`src/rtl/maze_pkg.sv`:
```
// Shared definitions for the maze path engine: direction codes, FSM states
// and the opposite-direction helper used when backtracking.
package maze_pkg;

    localparam logic [1:0] DIR_UP    = 2'd0;
    localparam logic [1:0] DIR_RIGHT = 2'd1;
    localparam logic [1:0] DIR_LEFT  = 2'd2;
    localparam logic [1:0] DIR_DOWN  = 2'd3;

    typedef enum logic [2:0] {
        ST_IDLE,
        ST_PROBE,
        ST_WAIT,
        ST_BACKTRACK,
        ST_EMIT,
        ST_DONE,
        ST_FAIL
    } state_e;

    // Codes are laid out so that opposite pairs (0,3) and (1,2) sum to 3.
    function automatic logic [1:0] opposite_dir(input logic [1:0] d);
        return 2'd3 - d;
    endfunction

endpackage

```
`src/rtl/maze_dir_stack.sv`:
```
// LIFO of 2-bit direction codes with push/pop, empty/full flags and an
// indexed read port so the finished path can be replayed oldest-first.
module maze_dir_stack #(
    parameter int DEPTH = 16,
    parameter int AW    = (DEPTH > 1) ? $clog2(DEPTH) : 1,
    parameter int CW    = $clog2(DEPTH + 1)
) (
    input  logic          clk,
    input  logic          rst,
    input  logic          clear,
    input  logic          push,
    input  logic [1:0]    push_dir,
    input  logic          pop,
    output logic [1:0]    top_dir,
    output logic          empty,
    output logic          full,
    output logic [CW-1:0] count,
    input  logic [AW-1:0] rd_idx,
    output logic [1:0]    rd_dir
);

    logic [1:0]    mem_q [DEPTH];
    logic [1:0]    mem_d [DEPTH];
    logic [CW-1:0] count_q, count_d;

    assign empty   = (count_q == '0);
    assign full    = (count_q == CW'(DEPTH));
    assign count   = count_q;
    assign top_dir = mem_q[AW'(count_q - CW'(1))];
    assign rd_dir  = mem_q[rd_idx];

    // Clear wins over push, push over pop; the FSM never requests both at once.
    always_comb begin
        mem_d   = mem_q;
        count_d = count_q;
        if (clear) begin
            count_d = '0;
        end else if (push && !full) begin
            mem_d[AW'(count_q)] = push_dir;
            count_d             = count_q + CW'(1);
        end else if (pop && !empty) begin
            count_d = count_q - CW'(1);
        end
    end

    always_ff @(posedge clk or negedge rst) begin
        if (!rst) begin
            count_q <= '0;
            for (int i = 0; i < DEPTH; i++) begin
                mem_q[i] <= 2'd0;
            end
        end else begin
            count_q <= count_d;
            mem_q   <= mem_d;
        end
    end

endmodule

```
`src/rtl/maze_path_engine.sv`:
```
// Depth-first maze solver on a 2^N x 2^N grid from (0,0) to the far corner,
// replaying the found path as direction codes. MAZE_PERF_EN adds a cycle counter.
module maze_path_engine
    import maze_pkg::*;
#(
    parameter int N     = 4,
    parameter int DEPTH = 2 ** (2 * N)
) (
    input  logic           clk,
    input  logic           rst,
    input  logic           start,
    output logic           map_rd_en,
    output logic [2*N-1:0] map_rd_addr,
    input  logic           map_rd_data,
    output logic           busy,
    output logic           done,
    output logic           fail,
    output logic           move_valid,
    input  logic           move_ready,
    output logic [1:0]     move,
    output logic [N-1:0]   X,
    output logic [N-1:0]   Y
`ifdef MAZE_PERF_EN
    ,
    output logic [15:0]    cycles
`endif
);

    localparam int CELLS = 2 ** (2 * N);
    localparam int AW    = (DEPTH > 1) ? $clog2(DEPTH) : 1;
    localparam int CW    = $clog2(DEPTH + 1);
    localparam logic [N-1:0]   ONE    = N'(1);
    localparam logic [N-1:0]   MAX_C  = {N{1'b1}};
    localparam logic [2*N-1:0] GOAL   = {(2 * N){1'b1}};

    state_e           state_q, state_d;
    logic [N-1:0]     x_q, x_d, y_q, y_d;
    logic [1:0]       dir_q, dir_d;
    logic [CELLS-1:0] visited_q, visited_d;
    logic [CW-1:0]    emit_idx_q, emit_idx_d;

    logic             stk_clear, stk_push, stk_pop;
    logic [1:0]       stk_top, stk_rd_dir;
    logic             stk_empty, stk_full;
    logic [CW-1:0]    stk_count;

    logic [2*N-1:0]   nb_cell, back_cell;
    logic             nb_in_range, nb_open;

    function automatic logic [2*N-1:0] step_cell(input logic [N-1:0] cx,
                                                 input logic [N-1:0] cy,
                                                 input logic [1:0]   d);
        logic [N-1:0] sx;
        logic [N-1:0] sy;
        sx = cx;
        sy = cy;
        case (d)
            DIR_UP:    sy = cy - ONE;
            DIR_RIGHT: sx = cx + ONE;
            DIR_LEFT:  sx = cx - ONE;
            default:   sy = cy + ONE;
        endcase
        return {sy, sx};
    endfunction

    maze_dir_stack #(
        .DEPTH (DEPTH)
    ) u_stack (
        .clk      (clk),
        .rst      (rst),
        .clear    (stk_clear),
        .push     (stk_push),
        .push_dir (dir_q),
        .pop      (stk_pop),
        .top_dir  (stk_top),
        .empty    (stk_empty),
        .full     (stk_full),
        .count    (stk_count),
        .rd_idx   (AW'(emit_idx_q)),
        .rd_dir   (stk_rd_dir)
    );

    // A neighbour is out of range whenever the step would wrap the coordinate.
    always_comb begin
        nb_cell   = step_cell(x_q, y_q, dir_q);
        back_cell = step_cell(x_q, y_q, opposite_dir(stk_top));
        case (dir_q)
            DIR_UP:    nb_in_range = (y_q != '0);
            DIR_RIGHT: nb_in_range = (x_q != MAX_C);
            DIR_LEFT:  nb_in_range = (x_q != '0);
            default:   nb_in_range = (y_q != MAX_C);
        endcase
        nb_open = nb_in_range && !visited_q[nb_cell];
    end

    always_comb begin
        state_d     = state_q;
        x_d         = x_q;
        y_d         = y_q;
        dir_d       = dir_q;
        visited_d   = visited_q;
        emit_idx_d  = emit_idx_q;
        stk_clear   = 1'b0;
        stk_push    = 1'b0;
        stk_pop     = 1'b0;
        busy        = 1'b0;
        done        = 1'b0;
        fail        = 1'b0;
        move_valid  = 1'b0;
        move        = 2'd0;
        map_rd_en   = 1'b0;
        map_rd_addr = {y_q, x_q};

        case (state_q)
            ST_IDLE, ST_DONE, ST_FAIL: begin
                done = (state_q == ST_DONE);
                fail = (state_q == ST_FAIL);
                if (start) begin
                    stk_clear    = 1'b1;
                    x_d          = '0;
                    y_d          = '0;
                    dir_d        = DIR_UP;
                    visited_d    = '0;
                    visited_d[0] = 1'b1;
                    emit_idx_d   = '0;
                    state_d      = ST_PROBE;
                end
            end

            ST_PROBE: begin
                busy = 1'b1;
                if (nb_open) begin
                    map_rd_en   = 1'b1;
                    map_rd_addr = nb_cell;
                    state_d     = ST_WAIT;
                end else if (dir_q != DIR_DOWN) begin
                    dir_d = dir_q + 2'd1;
                end else begin
                    state_d = ST_BACKTRACK;
                end
            end

            // The neighbour read last cycle is still selected by dir_q here.
            ST_WAIT: begin
                busy = 1'b1;
                if (!map_rd_data) begin
                    if (stk_full) begin
                        state_d = ST_FAIL;
                    end else begin
                        stk_push           = 1'b1;
                        {y_d, x_d}         = nb_cell;
                        visited_d[nb_cell] = 1'b1;
                        dir_d              = DIR_UP;
                        emit_idx_d         = '0;
                        state_d            = (nb_cell == GOAL) ? ST_EMIT : ST_PROBE;
                    end
                end else if (dir_q != DIR_DOWN) begin
                    dir_d   = dir_q + 2'd1;
                    state_d = ST_PROBE;
                end else begin
                    state_d = ST_BACKTRACK;
                end
            end

            ST_BACKTRACK: begin
                busy = 1'b1;
                if (stk_empty) begin
                    state_d = ST_FAIL;
                end else begin
                    stk_pop    = 1'b1;
                    {y_d, x_d} = back_cell;
                    if (stk_top != DIR_DOWN) begin
                        dir_d   = stk_top + 2'd1;
                        state_d = ST_PROBE;
                    end
                end
            end

            ST_EMIT: begin
                busy       = 1'b1;
                move_valid = 1'b1;
                move       = stk_rd_dir;
                if (move_ready) begin
                    if (emit_idx_q == stk_count - CW'(1)) begin
                        state_d = ST_DONE;
                    end else begin
                        emit_idx_d = emit_idx_q + CW'(1);
                    end
                end
            end

            default: state_d = ST_IDLE;
        endcase
    end

    always_ff @(posedge clk or negedge rst) begin
        if (!rst) begin
            state_q    <= ST_IDLE;
            x_q        <= '0;
            y_q        <= '0;
            dir_q      <= DIR_UP;
            visited_q  <= '0;
            emit_idx_q <= '0;
        end else begin
            state_q    <= state_d;
            x_q        <= x_d;
            y_q        <= y_d;
            dir_q      <= dir_d;
            visited_q  <= visited_d;
            emit_idx_q <= emit_idx_d;
        end
    end

    assign X = x_q;
    assign Y = y_q;

`ifdef MAZE_PERF_EN
    logic [15:0] cycles_q, cycles_d;

    always_comb begin
        cycles_d = cycles_q;
        if (start && !busy) begin
            cycles_d = '0;
        end else if (busy && (cycles_q != 16'hFFFF)) begin
            cycles_d = cycles_q + 16'd1;
        end
    end

    always_ff @(posedge clk or negedge rst) begin
        if (!rst) begin
            cycles_q <= '0;
        end else begin
            cycles_q <= cycles_d;
        end
    end

    assign cycles = cycles_q;
`endif

endmodule

```
`config.mk`:
```
export PLATFORM = sky130hd
export DESIGN_NAME = maze_path_engine
export DESIGN_NICKNAME = d
export VERILOG_FILES = /design/src/rtl/maze_pkg.sv /design/src/rtl/maze_dir_stack.sv /design/src/rtl/maze_path_engine.sv
export SDC_FILE = /design/constraint.sdc
export NUM_CORES = 2
export LEC_CHECK = 0
export ABC_AREA = 1
export BUFFER_PORTS_ARGS = -buffer_cell sky130_fd_sc_hd__buf_4
export CAP_MARGIN = 20
export CORE_MARGIN = 2
export CORE_UTILIZATION = 40
export DETAILED_ROUTE_END_ITERATION = 12
export PLACE_DENSITY_LB_ADDON = 0.15
export SETUP_SLACK_MARGIN = 0.02
export SLEW_MARGIN = 20
export SYNTH_ARGS = -nofsm -noshare
export SYNTH_HDL_FRONTEND = slang
export SYNTH_SLANG_ARGS = --single-unit
```
`constraint.sdc`:
```
create_clock -name clk -period 6.6 [get_ports clk]
set_clock_uncertainty 0.15 [all_clocks]
set_input_delay 0.66 -clock clk [delete_from_list [all_inputs] [get_ports clk]]
set_output_delay 0.66 -clock clk [all_outputs]
set_load 0.03 [all_outputs]
```
==> results.yml <==
placement:
  globalplace.congestion: 0.894
  place_inst: 7182
  hpwl_microns: 94200
  placed_area_sq_mm: 0.0452
  dp_worst_setup_slack_ns: 1.09
  port_buffers: 27
global_route:
  grtUsageTotal_pct: 28.3
  grt_pass1_wl_microns: 246000
  grt_max_degree: 209
  grt_antenna_before_repair: 0
  grt-ovfl-total: 0
  grt_pass1_vias: 39200
finish:
  fin_nets: 5890
  stdcell_area_sq_mm: 0.0485
  fin_util_pct: 44.8
  area_growth_pct: 11.4
  diodes: 0
  finalNonFillerCells: 7354
  drive_gt1_share_pct: 6.31
worst_setup_path:
  endpoint_kind: "output port"
  crit_top_cell: "nand2_1"
  crit_path_top_delay_cell: "dfrtp_1"
  reg2regPathDepth: 24
  regToRegSetupSlack_ns: 1.46
  arrival_ns: 5.19
  endpoint: "map_rd_addr[7]"
  critPathKind: "reg -> out"
  start_kind: "flop"
  reg2reg_from: "u_stack.count[0]$_DFFE_PN0P_"
  crit_chain: "bufinv_16, ha_1, inv_2, nor2_1, nand2_4, nand2_8, buf_4, nand2_1, nand2_1, nand2_1, nand2_1, nand2_1, nand2_1, nand2_1, nand2_1, nand2_1, nand2_1, nor2_1, nor2_1, nor2_1, nand3_2, o21ai_1, buf_4"
  r2r_end: "dir_q[1]$_DFFE_PN0P_"
  cp-startpoint: "dir_q[0]$_DFFE_PN0P_"
  crit_fanout: 80
  max_stage_delay_ns: 0.45
  crit_required_ns: 5.79
synth:
  yosysMostFrequentCell: "nand2_1"
  synth.distinct_cells: 45
  syn_avg_cell_area_sq_um: 7.20
  synth_edf_count: 0
  postSynthCellCount: 6044
  synth_top_area_share_pct: 45.9
  ys_seq_elements: 799
  ys_warn_count: 0
  synth_flop_cell: "dfrtp_1"
  yosys-top-cells-count: "nand2_1 (1655), o21ai_0 (1034), dfrtp_1 (799)"
  ys_top_cells_by_area: "dfrtp_1 (46%), nand2_1 (14%), o21ai_0 (12%)"
  ys_seq_area_share_pct: 45.9
  synth.largest_area_cell: "dfrtp_1"
  synth_fp_nets: 6066
  synth_area_sq_mm: 0.0435
  synthArstFlopShare_pct: 100
power_and_ir_drop:
  pwr-share-clk_pct: 26.0
  p_switching_mw: 10.2
  p_leak_nw: 21.1
  p_per_area_mw_per_mm2: 437
  internal-power_mw: 11.0
  p_sw_share_pct: 48.3
  p_seq_share_pct: 26.1
  power_frac_comb_pct: 47.8
  vdd_drop_max_mv: 0.639
cts:
  cts_buffers: 95
  cts_sinks: 799
  cts_tree: "yes"
  htreeDepth: 3
  clockBufferDepth: 3
  worstSkewPairLatency_ns: 0.71
  cts_root_buffer: "clkbuf_16"
  cts.clk_slew.worst_paths_ns: 0.06
sta:
  post-route-min-period_ns: 6.00
  hold_violations: 0
  drv_slew: 0
  setup_violations: 0
  finalSetupTns_ns: 0
  finalCritPeriodShare_pct: 91.0
  worst_pin_slew_ns: 1.22
  grt_setup_unrepaired: "false"
  fmax_mhz: 167
  slew_headroom_pct: 17.9
  setup_ws_ns: 0.597
route:
  wl_microns: 160000
  wl_per_cell_microns: 21.8
  ant_nets: 0
  via_per_inst: 5.73
  dr.pass1.iters: 6
  drc: 0
  drtIter0Drc: 4703
  vias: 42200
floorplan:
  dieWidth_microns: 334
  die_y_microns: 334
  initial_core_util_pct: 40.2
  die_area_sq_mm: 0.112
  fp-row-count: 121
  core_area_sq_mm: 0.108
  pin_count: 28
hold_path:
  min_path_type: "reg -> reg"
job:
  maxCapViolCount: 0
run_status:
  status: "complete, no violations"
[layout make-up]
type | instances | area (sq um)
tap | 1414 | 1770
clock inverter | 35 | 507
timing repair buffer | 154 | 1380
multi-input combinational | 4502 | 20900
clock buffer | 134 | 2750
fill | 11100 | 59900
sequential | 799 | 20000
inverter | 316 | 1240
[power groups by stage]
stage / registers (mW) / logic (mW) / clock network, mW
6_report: 5.54 / 10.1 / 5.52
5_1_grt: 5.58 / 10.9 / 5.80
4_1_cts: 5.53 / 9.91 / 5.59
3_5_place_dp: 5.62 / 9.87 / 0
3_3_place_gp: 5.61 / 9.89 / 0
2_1_floorplan: 5.50 / 6.05 / 0
[logic make-up after synthesis]
group | share of synthesized area, %
simple gates | 22.9
compound gates | 23.5
flops | 45.9
buf+inv | 6.67
xor+xnor | 0.440
fa+ha+maj | 0.506
mux | 0.0230
[layout by cell type (no fill, tap or decap), types with 15 or more instances in the layout]
master and n:
buf_12 17, clkbuf_1 18, nand3_1 301, xor2_1 15
nor2_1 501, nand2_1 1655, inv_2 18, o22ai_1 32
dfrtp_1 795, o21ai_1 116, o211ai_1 170, buf_4 134
nor2_2 23, ha_1 15, clkinv_2 16, a21oi_1 549
inv_1 288, clkbuf_8 20, nor3_1 16, clkbuf_16 96
o21ai_0 1034
[through the flow]
| step | power, mW | hold WS, ns |
|---|---|---|
| CTS | 21.0 | 0.327 |
| floorplan | 11.5 | 0.214 |
| global route | 22.3 | 0.343 |
| detailed placement | 15.5 | 0.313 |
| global placement | 15.5 | 0.302 |
| finish | 21.2 | 0.334 |
[flip-flops by register name, indices dropped and copies added, names as in the netlist]
name           count
dir_q              2
state_q            3
emit_idx_q         9
X                  4
visited_q        256
Y                  4
u_stack.mem_q    512
u_stack.count      9
[worst min-delay path by stage]
stage	start	endpoint	slack, ns	cells after the start
2_1_floorplan	rst	X[0]$_DFFE_PN0P_	0.21	0
3_3_place_gp	visited_q[0]$_DFFE_PN0P_	visited_q[0]$_DFFE_PN0P_	0.30	1
3_5_place_dp	visited_q[0]$_DFFE_PN0P_	visited_q[0]$_DFFE_PN0P_	0.31	1
4_1_cts	visited_q[0]$_DFFE_PN0P_	visited_q[0]$_DFFE_PN0P_	0.33	1
5_1_grt	u_stack.mem_q[508]$_DFFE_PN0P_	u_stack.mem_q[508]$_DFFE_PN0P_	0.34	2
6_report	u_stack.mem_q[437]$_DFFE_PN0P_	u_stack.mem_q[437]$_DFFE_PN0P_	0.33	2
[layer usage]
metal / part of all wire, % / up-vias / routed length, microns / global-route usage (%)
met4: 4.2 / 0 / 6770 / 11.2
met5: 0 / - / 0 / 0
met1: 43 / 20300 / 69600 / 39.4
met2: 45 / 1670 / 72600 / 44.6
li1: - / 19900 / - / -
met3: 7.1 / 344 / 11400 / 4.13
[critical path: cells and delay by family (launching register included)]
| family | cells | cell delay (ns) |
|---|---|---|
| buf+inv | 4 | 1.11 |
| simple gates | 17 | 2.22 |
| flops | 1 | 0.45 |
| compound gates | 1 | 0.26 |
| fa+ha+maj | 1 | 0.39 |
[repair_timing]
| action | 4_1_cts | 5_1_grt |
|---|---|---|
| gates resized for setup | 0 | 4 |
| setup endpoints to repair | 0 | 8 |
| hold buffers | 1 | 0 |
| endpoints found under the hold margin | 81 | 0 |
| buffers inserted | 0 | 0 |
No activity file was read; power rests on OpenSTA's default activity.
